`src/rtl/gbuf_arbiter_pkg.sv`:
```
// Shared constants and types for the global-buffer arbiter.
// Holds SRAM geometry, requester ids and the arbiter FSM encoding.
package gbuf_arbiter_pkg;

    localparam int SRAM_DEPTH  = 4096;
    localparam int SRAM_ADDR_W = 12;
    localparam int INT_WIDTH   = 8;

    localparam int GB_NUM_REQ = 3;
    localparam int GB_RD_LAT  = 1;

    localparam int GB_REQ_IFMAP  = 0;
    localparam int GB_REQ_WEIGHT = 1;
    localparam int GB_REQ_OFMAP  = 2;

    typedef logic [SRAM_ADDR_W-1:0] gb_addr_t;

    typedef enum logic {
        GB_IDLE = 1'b0,
        GB_BUSY = 1'b1
    } gb_state_t;

    // Width of a requester index; never below one bit so single-requester builds stay legal.
    function automatic int gb_id_width(input int n);
        return (n > 1) ? $clog2(n) : 1;
    endfunction

endpackage

```
`src/rtl/gbuf_arbiter_rr_pick.sv`:
```
// Combinational rotate-priority picker: the first requester found when
// scanning upward from last_owner+1 (wrapping) wins.
module gb_rr_pick
    import gbuf_arbiter_pkg::*;
#(
    parameter int NUM_REQ = GB_NUM_REQ,
    parameter int ID_W    = gb_id_width(NUM_REQ)
)(
    input  logic [NUM_REQ-1:0] req,
    input  logic [ID_W-1:0]    last_owner,
    output logic               found,
    output logic [ID_W-1:0]    winner
);

    logic [ID_W-1:0]    cand_idx [NUM_REQ];
    logic [NUM_REQ-1:0] cand_hit;

    // Candidate gi is the requester at rotation offset gi+1; one spare bit absorbs the wrap.
    for (genvar gi = 0; gi < NUM_REQ; gi++) begin : g_cand
        logic [ID_W:0] sum;
        assign sum           = {1'b0, last_owner} + (ID_W+1)'(gi + 1);
        assign cand_idx[gi]  = (sum >= (ID_W+1)'(NUM_REQ)) ?
                               ID_W'(sum - (ID_W+1)'(NUM_REQ)) : ID_W'(sum);
        assign cand_hit[gi]  = req[cand_idx[gi]];
    end

    assign found = |cand_hit;

    always_comb begin
        winner = '0;
        for (int k = NUM_REQ - 1; k >= 0; k--) begin
            if (cand_hit[k]) begin
                winner = cand_idx[k];
            end
        end
    end

endmodule

```
`src/rtl/gbuf_arbiter.sv`:
```
// Round-robin burst arbiter in front of the single-port global buffer SRAM.
// The owner holds the SRAM until its last beat; read data is routed back by a tagged pipe.
module gbuf_arbiter
    import gbuf_arbiter_pkg::*;
#(
    parameter  int NUM_REQ = GB_NUM_REQ,
    parameter  int ADDR_W  = SRAM_ADDR_W,
    parameter  int DATA_W  = INT_WIDTH,
    parameter  int RD_LAT  = GB_RD_LAT,
    localparam int OWN_W   = gb_id_width(NUM_REQ)
)(
    input  logic                      clk,
    input  logic                      rst_n,
    input  logic [NUM_REQ-1:0]        req_valid,
    output logic [NUM_REQ-1:0]        req_ready,
    input  logic [NUM_REQ-1:0]        req_we,
    input  logic [NUM_REQ-1:0]        req_last,
    input  logic [NUM_REQ*ADDR_W-1:0] req_addr,
    input  logic [NUM_REQ*DATA_W-1:0] req_wdata,
    output logic [NUM_REQ-1:0]        rsp_valid,
    output logic [DATA_W-1:0]         rsp_rdata,
    output logic                      sram_en,
    output logic                      sram_we,
    output logic [ADDR_W-1:0]         sram_addr,
    output logic [DATA_W-1:0]         sram_wdata,
    input  logic [DATA_W-1:0]         sram_rdata,
    output logic                      busy,
    output logic [OWN_W-1:0]          owner
);

    logic [ADDR_W-1:0] addr_arr  [NUM_REQ];
    logic [DATA_W-1:0] wdata_arr [NUM_REQ];

    for (genvar gi = 0; gi < NUM_REQ; gi++) begin : g_slice
        assign addr_arr[gi]  = req_addr[gi*ADDR_W +: ADDR_W];
        assign wdata_arr[gi] = req_wdata[gi*DATA_W +: DATA_W];
    end

    gb_state_t        state_reg, state_next;
    logic [OWN_W-1:0] owner_reg, owner_next;
    logic [OWN_W-1:0] last_owner_reg, last_owner_next;

    logic             pick_found;
    logic [OWN_W-1:0] pick_winner;

    logic owner_valid, owner_we, owner_last, beat_acc;

    gb_rr_pick #(
        .NUM_REQ (NUM_REQ),
        .ID_W    (OWN_W)
    ) u_pick (
        .req        (req_valid),
        .last_owner (last_owner_reg),
        .found      (pick_found),
        .winner     (pick_winner)
    );

    assign owner_valid = req_valid[owner_reg];
    assign owner_we    = req_we[owner_reg];
    assign owner_last  = req_last[owner_reg];

    // Gating with rst_n keeps the SRAM quiet during the reset cycle of an aborted burst.
    assign beat_acc = (state_reg == GB_BUSY) && rst_n && owner_valid;

    always_ff @(posedge clk) begin
        if (!rst_n) begin
            state_reg      <= GB_IDLE;
            owner_reg      <= '0;
            last_owner_reg <= OWN_W'(NUM_REQ - 1);
        end else begin
            state_reg      <= state_next;
            owner_reg      <= owner_next;
            last_owner_reg <= last_owner_next;
        end
    end

    always_comb begin
        state_next      = state_reg;
        owner_next      = owner_reg;
        last_owner_next = last_owner_reg;
        case (state_reg)
            GB_IDLE: begin
                if (pick_found) begin
                    state_next      = GB_BUSY;
                    owner_next      = pick_winner;
                    last_owner_next = pick_winner;
                end
            end
            GB_BUSY: begin
                if (beat_acc && owner_last) begin
                    state_next = GB_IDLE;
                end
            end
            default: state_next = GB_IDLE;
        endcase
    end

    always_comb begin
        req_ready  = '0;
        sram_en    = 1'b0;
        sram_we    = 1'b0;
        sram_addr  = '0;
        sram_wdata = '0;
        if ((state_reg == GB_BUSY) && rst_n) begin
            req_ready[owner_reg] = 1'b1;
        end
        if (beat_acc) begin
            sram_en    = 1'b1;
            sram_we    = owner_we;
            sram_addr  = addr_arr[owner_reg];
            sram_wdata = wdata_arr[owner_reg];
        end
    end

    assign busy  = (state_reg == GB_BUSY);
    assign owner = owner_reg;

    // Each stage carries (valid, requester id) so returns survive an owner change.
    logic             pipe_valid_reg [RD_LAT];
    logic [OWN_W-1:0] pipe_id_reg    [RD_LAT];

    always_ff @(posedge clk) begin
        if (!rst_n) begin
            for (int i = 0; i < RD_LAT; i++) begin
                pipe_valid_reg[i] <= 1'b0;
                pipe_id_reg[i]    <= '0;
            end
        end else begin
            pipe_valid_reg[0] <= beat_acc && !owner_we;
            pipe_id_reg[0]    <= owner_reg;
            for (int i = 1; i < RD_LAT; i++) begin
                pipe_valid_reg[i] <= pipe_valid_reg[i-1];
                pipe_id_reg[i]    <= pipe_id_reg[i-1];
            end
        end
    end

    logic             pipe_out_valid;
    logic [OWN_W-1:0] pipe_out_id;

    assign pipe_out_valid = pipe_valid_reg[RD_LAT-1];
    assign pipe_out_id    = pipe_id_reg[RD_LAT-1];

    for (genvar gi = 0; gi < NUM_REQ; gi++) begin : g_rsp
        assign rsp_valid[gi] = pipe_out_valid && (pipe_out_id == OWN_W'(gi));
    end

    assign rsp_rdata = pipe_out_valid ? sram_rdata : '0;

endmodule

```
`config.mk`:
```
export PLATFORM = sky130hd
export DESIGN_NAME = gbuf_arbiter
export DESIGN_NICKNAME = d
export VERILOG_FILES = /design/src/rtl/gbuf_arbiter_pkg.sv /design/src/rtl/gbuf_arbiter_rr_pick.sv /design/src/rtl/gbuf_arbiter.sv
export SDC_FILE = /design/constraint.sdc
export NUM_CORES = 1
export LEC_CHECK = 0
export BUFFER_PORTS_ARGS = -buffer_cell sky130_fd_sc_hd__buf_2
export CAP_MARGIN = 10
export CORE_ASPECT_RATIO = 1.4
export CORE_MARGIN = 3
export CORE_UTILIZATION = 40
export CTS_BUF_LIST = sky130_fd_sc_hd__clkbuf_2 sky130_fd_sc_hd__clkbuf_4 sky130_fd_sc_hd__clkbuf_8
export DETAILED_ROUTE_END_ITERATION = 6
export HOLD_SLACK_MARGIN = 0.08
export PLACE_DENSITY = 0.89
export SETUP_SLACK_MARGIN = 0.4
export SKIP_CTS_REPAIR_TIMING = 1
export SLEW_MARGIN = 20
export SYNTH_ARGS = -nofsm -noshare
export SYNTH_HDL_FRONTEND = slang
export SYNTH_SLANG_ARGS = --single-unit
```
`constraint.sdc`:
```
create_clock -name clk -period 4.5 [get_ports clk]
set_clock_uncertainty 0.1 [all_clocks]
set_input_delay 0.45 -clock clk [delete_from_list [all_inputs] [get_ports clk]]
set_output_delay 0.45 -clock clk [all_outputs]
set_load 0.03 [all_outputs]
```
==> results list, run 1 <==
- In the final timing run, aggregate negative setup slack is 0 ps.
- Clock buffer depth: 2
- Post-synthesis cell count: around 160
- Compound-gate portion of the synthesized area: ~20%
- The path class of the tightest hold or removal check is primary input to register.
* Number of clock sinks seen by CTS: 7
* R2r endpoint: busy
- In the synthesized netlist the dominant register cell turns out to be sky130_fd_sc_hd__dfxtp_1.
- In this run the number of H-tree levels came out at 1.
- Area share of the largest cell type after synthesis: 21.53%
* Setup violations, final: 0
- Layout area overhead: 47.36%
- Count of unique library cells instantiated by Yosys: 40
* Slew Limit Fails: 0
- XOR/XNOR Fraction of Synth Area: 0%
* Crit Path Category: register to output port
- The layout has about 280 filler cells.
* Adder-cell share of the synthesized area: between 3 and 4%
- For this run, design rule violations remaining after detail routing come to 0.
* Clock period minus worst slack: 2958 ps
- In this run the most critical hold path is launched from rst_n.
- For the pin with the worst max-slew slack, the measured transition is around 850 ps.
- Estimated wirelength of the detail-placed design: around 3100 um
- Measured along the x axis, the die boundary spans between 50 and 60 um.
* Register-to-register setup slack: between 1500 and 2000 ps
- Logic depth of the worst path, buffers included: 5
* Critical-path cell with the highest stage delay: sky130_fd_sc_hd__dfxtp_2
* Final wirelength: 3787 um
- Clock Root Buffer: sky130_fd_sc_hd__clkbuf_4
* Syn Area/Cell: approximately 7.1 sq um
- Worst-path fanout max: 33
- The final-report hold violation count came to 0.
- sky130_fd_sc_hd__mux2i_1 takes more of the synthesized area than any other cell.
* Count of buffers inserted at the top-level ports: 117
- By area the synthesized netlist is led by sky130_fd_sc_hd__mux2i_1, sky130_fd_sc_hd__nor2_1, sky130_fd_sc_hd__dfxtp_1.
- Standard cell core area: roughly 2700 sq um
- Maximum number of pins on one net before global-route repair: 34
- Counting flops with a built-in enable in the synthesized netlist gives 0.
- Clock tree synthesis inserted a total of 3 buffers.
- Peak supply drop: between 0.0002 and 0.0003 V
* Routed via count: about 1,500
- The worst setup path is captured at an output port.
* Slowest Stage Delay on Critical Path: 880 ps
- Measured against its own limit, the worst slew margin works out to between 40 and 50%.
- The later pin in the worst-skew pair is clocked with a latency of 260 ps.
- The worst hold path terminates at last_owner_reg[1].
- Post-synth design cell area: around 1200 sq um
* Net count after synthesis: 245
* Final worst-path cycle share: 65.74%
- Ant diodes: 0
- The flow ran to the end, and the final reports show no timing, DRC or antenna violations.
- Ratio of routed vias to standard cells: about 4.9
- Vias in the first global route: approximately 1,400
- Num rows: 22
- For this design the ratio of total power to cell area is 439.6 nW/um^2.
* Hold-critical path depth: 2
- Multiplexer share of the synthesized area: roughly 22%
- After global routing the overflow that remains totals 0.
* Antenna violation net count after detailed routing: 0
- Peak clock frequency supported by timing: between 300 and 400 MHz
- Final weighted congestion of routability-driven global placement: approximately 0.78
- Total number of nets in the final design: ~360
* Worst Path Required: ~4000 ps
* Category of the worst setup path launch point: register
- Hold is met by 360.2 ps.
- The number of buffers and inverters on the critical path is 1.
* Async SR Flop Fraction: 0%
- After detailed routing, the average wire length per cell comes to between 10 and 15 um.
- Kind of cell adding the most delay to the critical path: flip-flops
- Starting Density: a little over two fifths
- Walking the worst path, the cells encountered are mux2i_1 > o2bb2ai_2 > nand3_2 > nor2_1 > buf_2.
- Clock-pin slew was measured on the worst setup and hold paths at 60 ps.
* Global-route wire length before repair: about 6000 um
* First drt pass iteration count: 4
- The post-route netlist has 47.79% of its cells at a drive strength greater than 1.
* Launch point of the worst reg-to-reg path: owner[0]
* Number of warnings printed during yosys synthesis: 0
- #FFs+latches synth: 7
- Of the total synthesized cell area, the portion taken by AND, OR, NAND and NOR gates is between 20% and 30%.
- I/O pin count: 118
- Leak: between 0.9 and 1 nW
- In the global route stage, overall resource usage came out at around a fifth.
- Fraction of the yosys area taken by sequential cells: around an eighth
- Die H: around 70 um
* Setup repair after global routing missed its margin: no
- TritonCTS clock tree: yes
- Detailed Route Iter0 Violations: 45
- Counting cells, the worst reg-to-reg path comes to 6.
* Number of maximum-capacitance violations: 0
* Die outline area: approximately 3600 sq um
- Largest family of logic cells by synthesized area: simple AND/OR/NAND/NOR gates
* CP Data Arrival Time: 2410 ps
- Number of antenna violations at the first check in global routing: 0
-- report_power, final --
group          switching (mW)  internal [mW]  leakage, nW  total, mW
clock network          0.0260         0.0400       0.0184     0.0660
registers              0.0602         0.0817       0.0578      0.142
logic                   0.313          0.232        0.888      0.545
-- Yosys cell counts, types with 2 or more instances --
cell type and number:
sky130_fd_sc_hd__nor2_1 44, sky130_fd_sc_hd__buf_6 4, sky130_fd_sc_hd__a21oi_1 22, sky130_fd_sc_hd__ha_1 3, sky130_fd_sc_hd__nor3b_1 2, sky130_fd_sc_hd__o21ai_0 2
sky130_fd_sc_hd__nand2_1 6, sky130_fd_sc_hd__nor3_1 2, sky130_fd_sc_hd__o21a_1 2, sky130_fd_sc_hd__inv_1 4, sky130_fd_sc_hd__clkbuf_8 2, sky130_fd_sc_hd__dfxtp_1 7
sky130_fd_sc_hd__buf_4 2, sky130_fd_sc_hd__nor2b_1 2, sky130_fd_sc_hd__mux2i_1 25, sky130_fd_sc_hd__clkbuf_1 3, sky130_fd_sc_hd__and2_1 8
-- layout by cell type (no fill, tap or decap), types with 2 or more instances in the layout --
cell / count
sky130_fd_sc_hd__o21ai_0: 2
sky130_fd_sc_hd__inv_1: 4
sky130_fd_sc_hd__mux2i_1: 25
sky130_fd_sc_hd__nor3_1: 2
sky130_fd_sc_hd__a21oi_1: 22
sky130_fd_sc_hd__nor3b_1: 2
sky130_fd_sc_hd__o21a_1: 2
sky130_fd_sc_hd__dfxtp_1: 6
sky130_fd_sc_hd__nor2_1: 44
sky130_fd_sc_hd__ha_1: 3
sky130_fd_sc_hd__clkbuf_4: 4
sky130_fd_sc_hd__nand2_1: 6
sky130_fd_sc_hd__nor2b_1: 2
sky130_fd_sc_hd__and2_1: 8
sky130_fd_sc_hd__buf_2: 117
-- how the worst max path moves through the flow --
stage / start / end / slack [ps]
after global routing: owner[0] / sram_wdata[0] / 1380
final: owner[0] / sram_addr[11] / 1540
after global placement: owner[0] / sram_addr[11] / 1850
after CTS: owner[0] / sram_addr[11] / 1520
after floorplan: owner[1] / sram_addr[0] / 2220
after detailed placement: owner[0] / sram_addr[11] / 1810
-- cell families after synthesis --
family,Yosys count
flip-flops,7
AND/OR/NAND/NOR,71
buffers and inverters,19
AO/OA/AOI/OAI,37
multiplexers,26
adder cells (fa/ha/maj),3
-- cell type report --
type	instances	area (sq um)	area share, %
multi-input combinational	137	867.1	50.62
tap	36	45.04	2.630
sequential	7	141.4	8.254
inverter	6	36.28	2.118
timing repair buffer	118	593.1	34.62
clock buffer	4	30.03	1.753
-- worst reg2reg max path: stages, from the launching register on --
cell and delay (ps):
sky130_fd_sc_hd__dfxtp_2 880, sky130_fd_sc_hd__bufinv_8 320, sky130_fd_sc_hd__ha_1 380, sky130_fd_sc_hd__mux2_1 340
sky130_fd_sc_hd__nand2_1 80, sky130_fd_sc_hd__a41oi_2 200, sky130_fd_sc_hd__o21a_1 230
-- per-stage QoR --
| stage | util (%) | instances | worst slack (ps) | power, mW | cell area (sq um) |
|---|---|---|---|---|---|
| 3_3_place_gp | 62.38 | 304 | 1850 | 0.6737 | 1683 |
| 4_1_cts | 63.50 | 308 | 1522 | 0.7554 | 1713 |
| 5_1_grt | 63.50 | 308 | 1379 | 0.8131 | 1713 |
| 3_5_place_dp | 62.38 | 304 | 1812 | 0.6863 | 1683 |
| 6_report | 63.50 | 308 | 1542 | 0.7530 | 1713 |
| 2_1_floorplan | - | 163 | 2222 | 0.5906 | 1162 |
-- metal layers --
metal  vias up  track usage, %  share of wire, %
met3         5           1.290               5.6
met5         -               0                 0
met1       681           22.02                37
li1        778               -                 -
met2        58           41.08                57
met4         0           6.122               1.3
Note: power is estimated with default switching activity, not from simulation.
==> run 2: changes to the inputs <==
--- a/config.mk
+++ b/config.mk
@@ -9,11 +9,11 @@
 export CAP_MARGIN = 10
 export CORE_ASPECT_RATIO = 1.4
 export CORE_MARGIN = 3
-export CORE_UTILIZATION = 40
+export CORE_UTILIZATION = 37
 export CTS_BUF_LIST = sky130_fd_sc_hd__clkbuf_2 sky130_fd_sc_hd__clkbuf_4 sky130_fd_sc_hd__clkbuf_8
 export DETAILED_ROUTE_END_ITERATION = 6
 export HOLD_SLACK_MARGIN = 0.08
-export PLACE_DENSITY = 0.89
+export PLACE_DENSITY = 0.83
 export SETUP_SLACK_MARGIN = 0.4
 export SKIP_CTS_REPAIR_TIMING = 1
 export SLEW_MARGIN = 20
==> constraint.sdc (replaced) <==
create_clock -name clk -period 3 [get_ports clk]
set_clock_uncertainty 0.1 [all_clocks]
set_input_delay 0.3 -clock clk [delete_from_list [all_inputs] [get_ports clk]]
set_output_delay 0.3 -clock clk [all_outputs]
set_load 0.03 [all_outputs]
==> run 2 against run 1 <==
  * Total power rose by 59%
  * Wire length rose by 6.4%
  * Flip-flop and latch count did not move
  * Sequential power rose by 8%
  * Global-route usage fell by 0.20 points
  * Hold slack got worse by 68 ps
  * Cell count rose by 0.97%
  * Worst setup slack got worse by 810 ps
  * Critical path type unchanged
  * Critical endpoint is now sram_addr[4]
  * Largest power group unchanged
==> results list, run 2 (synthesized netlist as in run 1, its figures left out) <==
- Run status: finished clean
- Commonest cells after routing, fill and taps aside: sky130_fd_sc_hd__buf_2, sky130_fd_sc_hd__nor2_1, sky130_fd_sc_hd__mux2i_1
- Final weighted congestion of routability-driven global placement: 0.9019 (+15%)
- The worst path needs about 2300 ps of the cycle, external delays included.
- The largest vdd supply drop came to 0.0006247 V (+140%).
- Cts bufs inserted: 3 (unchanged)
- The area after detailed placement is 1699 sq um (+0.97%).
* Share of post-route cells with drive strength above 1: 48.18% (+0.38 points)
* Leftover overflow at the end of global routing: 0 (unchanged)
- The global-route wire length before repair is 6196 um (+3.1%).
- The areal power density over the cells came to 682.7 nW/um^2 (+55%).
- Die outline area: 3860 sq um (+7.3%)
- The design area came to 1755 sq um (+2.5%).
* Final wirelength: 4031 um (+6.4%)
- The maximum level of the CTS H-tree came to 1 (unchanged).
- Worst Path Required: 2600 ps (-1350 ps)
- Category of the worst setup path launch point: register
- The worst setup path is captured at an output port.
- Final hold viol count: 0 (unchanged)
- Final worst-path cycle share: between 70% and 80%
- The layout filler cell count is 319 (+13%).
- The global routing usage summed across all routing layers came to 20.56% (-0.20 points).
* Starting Density: 39.60% (-3.5 points)
- Antenna violation net count after detailed routing: 0 (unchanged)
- The TritonCTS sink count came to 7 (unchanged).
- Clock latency reported for the late side of the worst-skew pair: 230 ps (-30 ps)
- The critical-path maximum fanout was 23 (-30%).
* I/O pin count: 118 (unchanged)
* Critical Path, Cell by Cell: buf_4 > mux2i_1 > o2bb2ai_2 > nand3_4 > nor2_1 > buf_2
* Post-route core utilization: 59.80% (-3.7 points)
- The number of design rule violations left after detail routing was 0 (unchanged).
- The largest net degree at the start of global routing is 29 (-15%).
- Based on the critical path, the design can be clocked at up to around 440 MHz.
* Number of antenna violations at the first check in global routing: 0 (unchanged)
* Estimated wirelength of the detail-placed design: 3322 um (+7.7%)
- CP Data Arrival Time: 1870 ps (-540 ps)
* Crit Path Category: register to output port
- Clock-pin slew on the worst setup and hold paths: 40 ps (-20 ps)
- Slew Limit Fails: 0 (unchanged)
- Leak: 0.9834 nW (+2.0%)
* Most common cell after layout, fill and taps aside: sky130_fd_sc_hd__buf_2
* Horizontal extent of the die: 53.37 um (+3.5%)
* Detailed Route Iter0 Violations: 17 (-62%)
* Clock buffer depth: 2 (unchanged)
- The number of rows created at floorplan is 23 (+4.5%).
- Critical-path cell with the highest stage delay: sky130_fd_sc_hd__dfxtp_2
- The overall die height came to 72.32 um (+3.6%).
- Standard cell core area: 2935 sq um (+8.8%)
- TritonCTS built the clock tree.
* Routed via count: 1,504 (-1.2%)
- Count of buffers inserted at the top-level ports: 117 (unchanged)
- First drt pass iteration count: 4 (unchanged)
* Number of cells in the finished layout apart from fillers: 311 (+0.97%)
* Post-layout total power: 1.198 mW (+59%)
* Final routed wire length divided by cell count: 12.96 um (+5.4%)
* Slew at the pin closest to its max-slew limit: 296.5 ps (-549.5 ps)
* Worst min-delay path class: primary input to register
- The number of max-cap violations came to 0 (unchanged).
* Setup repair after global routing missed its margin: no
- The setup total negative slack is 0 ps (unchanged).
- The average vias per placed instance is 4.836 (-2.1%).
- Vias in the first global route: 1,452 (+2.8%)
- The largest stage delay on the critical path came to 320 ps (-560 ps).
- The area growth from synthesis to layout is 51.02%.
- The number of endpoints failing setup at the final stage is 0 (unchanged).
- The final layout net count was 357 (+0.56%).
* Worst-case headroom to the max-slew limit: 80.23% (+37 points)
- Placed instance count: 307 (+0.99%)
- Ant diodes: 0 (unchanged)
* Clock Root Buffer: sky130_fd_sc_hd__clkbuf_8
[run 2: changes by cell type in the layout (fill, tap and decap cells not counted), sizes merged]
cell and delta:
buf +2
[run 2: cell type report]
cell class,count,area [sq um],area share [%]
inverter,6,36.28,2.067
timing repair buffer,120,608.1,34.64
multi-input combinational,137,874.6,49.82
clock buffer,4,48.80,2.780
sequential,7,141.4,8.054
tap,37,46.29,2.637
[run 2: final timing paths]
check	slack, ps	endpoint	cells after the start	start
worst min register to register	560	last_owner_reg[1]	1	busy
worst min-delay path	290	last_owner_reg[1]	2	rst_n
worst max-delay path	730	sram_addr[4]	6	owner[0]
worst max register to register	780	last_owner_reg[1]	7	owner[0]
[run 2: stage by stage]
step | worst slack (ps) | hold WS [ps]
global placement | 827.8 | 461.9
global route | 557.1 | 287.8
CTS | 550.7 | 277.0
detailed placement | 794.5 | 505.8
finish | 727.6 | 291.7
floorplan | 872.5 | 365.9
[run 2: power breakdown]
group / internal [mW] / total [mW] / leakage [nW] / switching [mW]
Combinational: 0.359 / 0.901 / 0.899 / 0.542
Sequential: 0.123 / 0.154 / 0.0578 / 0.0306
Clock: 0.101 / 0.144 / 0.0262 / 0.0429
[run 2: worst max-delay path: cells and delay by family, from the launching register on]
family / cells / cell delay, ps
compound gates: 1 / 220
buf+inv: 2 / 490
flops: 1 / 320
mux: 1 / 130
simple gates: 2 / 450
[run 2: per-layer routing]
metal	global-route usage, %	part of all wire [%]	vias to the layer above
li1	-	-	779
met1	21.90	37	658
met2	38.74	55	60
met3	4.723	6.6	7
met4	5.398	1.3	0
met5	0	0	-
==> run 3: changes to the inputs <==
==> constraint.sdc (replaced) <==
create_clock -name clk -period 2.3 [get_ports clk]
set_clock_uncertainty 0.1 [all_clocks]
set_input_delay 0.23 -clock clk [delete_from_list [all_inputs] [get_ports clk]]
set_output_delay 0.23 -clock clk [all_outputs]
set_load 0.03 [all_outputs]
==> run 3 against run 2 <==
  * Flip-flop and latch count is the same
  * Combinational power grew 62%
  * Sequential share of layout area shrank 1.2 points
  * Cell count grew 2.6%
  * Sequential power grew 36%
  * Highest routed layer unchanged
  * Non-clock buffer count grew 8
  * Largest cell class unchanged
  * Core utilization grew 10 points
  * Critical path type unchanged
  * Register-to-register slack lost 380 ps
  * First-iteration DRC count grew 76%
==> results list, run 3 (synthesized netlist as in run 1, its figures left out) <==
- Run status: finished clean
* Detailed Route Iter0 Violations: 30 (+13)
* Starting Density: 39.60% (unchanged)
* Antenna violation net count after detailed routing: 0 (unchanged)
* Launch point of the worst reg-to-reg path: owner[0]
- Worst-case headroom to the max-slew limit: 78.11% (-2.1 points)
- Of the available clock period, the critical path in the final layout requires around nine tenths.
- Crit Path Category: register to output port
- Static timing analysis puts the maximum clock frequency at 491.0 MHz.
- The cell family contributing the most delay on the critical path is simple AND/OR/NAND/NOR gates.
* Worst-path fanout max: 6 (-74%)
* Clock latency reported for the late side of the worst-skew pair: 230 ps (about the same)
* Worst min-delay path class: primary input to register
* Source of the critical timing path: owner[0]
- Power Dens Cells: 901.2 nW/um^2 (+32%)
- The required time at the worst-slack endpoint was 1970 ps (-630 ps).
* Estimated wirelength of the detail-placed design: 3403 um (+2.4%)
- The chip width came to 53.37 um (unchanged).
- Share of post-route cells with drive strength above 1: 58.16% (+10 points)
- Clock Root Buffer: sky130_fd_sc_hd__clkbuf_8
- Number of antenna violations at the first check in global routing: 0 (unchanged)
* Final routed wire length divided by cell count: 14.37 um (+11%)
- The worst path setup slack after routing came to 263.4 ps (-464.2 ps).
- Storage element area: 141.4 sq um (unchanged)
* Ratio of routed vias to standard cells: 5.182 (+7.2%)
* Footprint of the multi-input gates: 978.4 sq um (+12%)
- First drt pass iteration count: 4 (unchanged)
- Clock buffer depth: 2 (unchanged)
- The arrival time of the worst setup path came to 1710 ps (-160 ps).
- The total global routing overflow is 0 (unchanged).
- Number of buffers and inverters on the critical path: 3 (+1)
- Number of clock sinks seen by CTS: 7 (unchanged)
- The overall die height came to 72.32 um (unchanged).
- Global-route wire length before repair: 6341 um (+2.3%)
- The number of CTS-inserted buffers came to 3 (unchanged).
* Slew Limit Fails: 0 (unchanged)
* Total number of nets in the final design: 365 (+2.2%)
- I/O pin count: 118 (unchanged)
- Final hold viol count: 0 (unchanged)
- The startpoint identified for the worst hold timing path is rst_n.
* Clock-pin slew on the worst setup and hold paths: 40 ps (about the same)
- The global routing usage summed across all routing layers came to 21.24% (+0.68 points).
- TritonCTS built the clock tree.
* Count of H-tree levels built during CTS: 1 (unchanged)
* Ant diodes: 0 (unchanged)
- The layout filler cell count was 270 (-15%).
* Leak: 1.051 nW (+6.9%)
- Vias in the first global route: 1,538 (+5.9%)
* Post-layout total power: 1.858 mW (+55%)
- Setup repair after global routing missed its margin: yes
- The total die area was 3860 sq um (unchanged).
- Relative to the synthesized area, the layout overhead comes to 77.40%.
- Count of unresolved DRC violations after routing: 0 (unchanged)
- Final weighted congestion of routability-driven global placement: 0.8553 (-5.2%)
* Sort of element at the end of the critical path: output port
- In the layout the commonest cells are sky130_fd_sc_hd__buf_2, sky130_fd_sc_hd__mux2i_1, sky130_fd_sc_hd__nor2_1.
- Setup TNS: 0 ps (unchanged)
- The total number of vias is 1,653 (+9.9%).
- Standard cell core area: 2935 sq um (unchanged)
- Count of buffers inserted at the top-level ports: 117 (unchanged)
- The largest stage delay on the critical path came to 340 ps (+20 ps).
* Critical Path, Cell by Cell: buf_12 > and2b_4 > o2bb2ai_4 > nand3_4 > clkbuf_16 > nor2_2 > buf_6
* Number of maximum-capacitance violations: 0 (unchanged)
* Clock period minus worst slack: just over 2000 ps
* Peak supply drop: 0.0005067 V (-19%)
- Final wirelength: 4584 um (+14%)
- The largest net degree at the start of global routing came to 23 (-21%).
* Category of the worst setup path launch point: register
* Num rows: 23 (unchanged)
* Worst setup slack before clock tree synthesis: 335.4 ps (-459.1 ps)
- The slowest stage of the critical path is the sky130_fd_sc_hd__dfxtp_2 cell.
* Most common cell after layout, fill and taps aside: sky130_fd_sc_hd__buf_2
- Setup violations, final: 0 (unchanged)
- The transition time of the tightest slew-check pin is 328.0 ps (+31.46 ps).
run 3: cell types whose count changed in the layout (fill, tap and decap cells not counted), moves of 2 or more:
cell / change
sky130_fd_sc_hd__buf_6: +12
sky130_fd_sc_hd__nor2_2: +19
sky130_fd_sc_hd__buf_4: +15
sky130_fd_sc_hd__buf_12: +2
sky130_fd_sc_hd__buf_2: -22
sky130_fd_sc_hd__nor2_1: -20
run 3: layout make-up:
cell class,count,share of cell area (%)
flip-flops and latches,7,6.857
repair buffers,128,39.32
well taps,37,2.245
inverters,6,1.760
clock buffers,4,2.367
multi-input cells,137,47.45
run 3: per-layer routing:
metal	share of wire [%]	GRT usage (%)	vias up
met2	56	40.38	87
li1	-	-	796
met4	4.0	9.943	0
met5	0	0	-
met1	34	21.60	754
met3	6.6	2.875	16
run 3: power by group:
part | switching [mW] | internal, mW
Sequential | 0.0488 | 0.161
Combinational | 0.824 | 0.640
Clock | 0.0525 | 0.132
run 3: path summary, 6_finish.rpt:
kind / to / slack (ps) / cells past startpoint
max: sram_wdata[0] / 260 / 7
min reg2reg: last_owner_reg[1] / 510 / 1
max reg2reg: busy / 400 / 6
min: last_owner_reg[1] / 170 / 2
run 3: through the flow:
stage / util (%) / instance area, sq um / std cells / hold slack [ps]
after floorplan: - / 1216 / 163 / 292.3
after global placement: 60.44 / 1774 / 310 / 394.2
after detailed placement: 60.44 / 1774 / 310 / 394.8
after CTS: 62.11 / 1823 / 314 / 155.7
after global routing: 70.25 / 2062 / 319 / 191.4
final: 70.25 / 2062 / 319 / 174.8
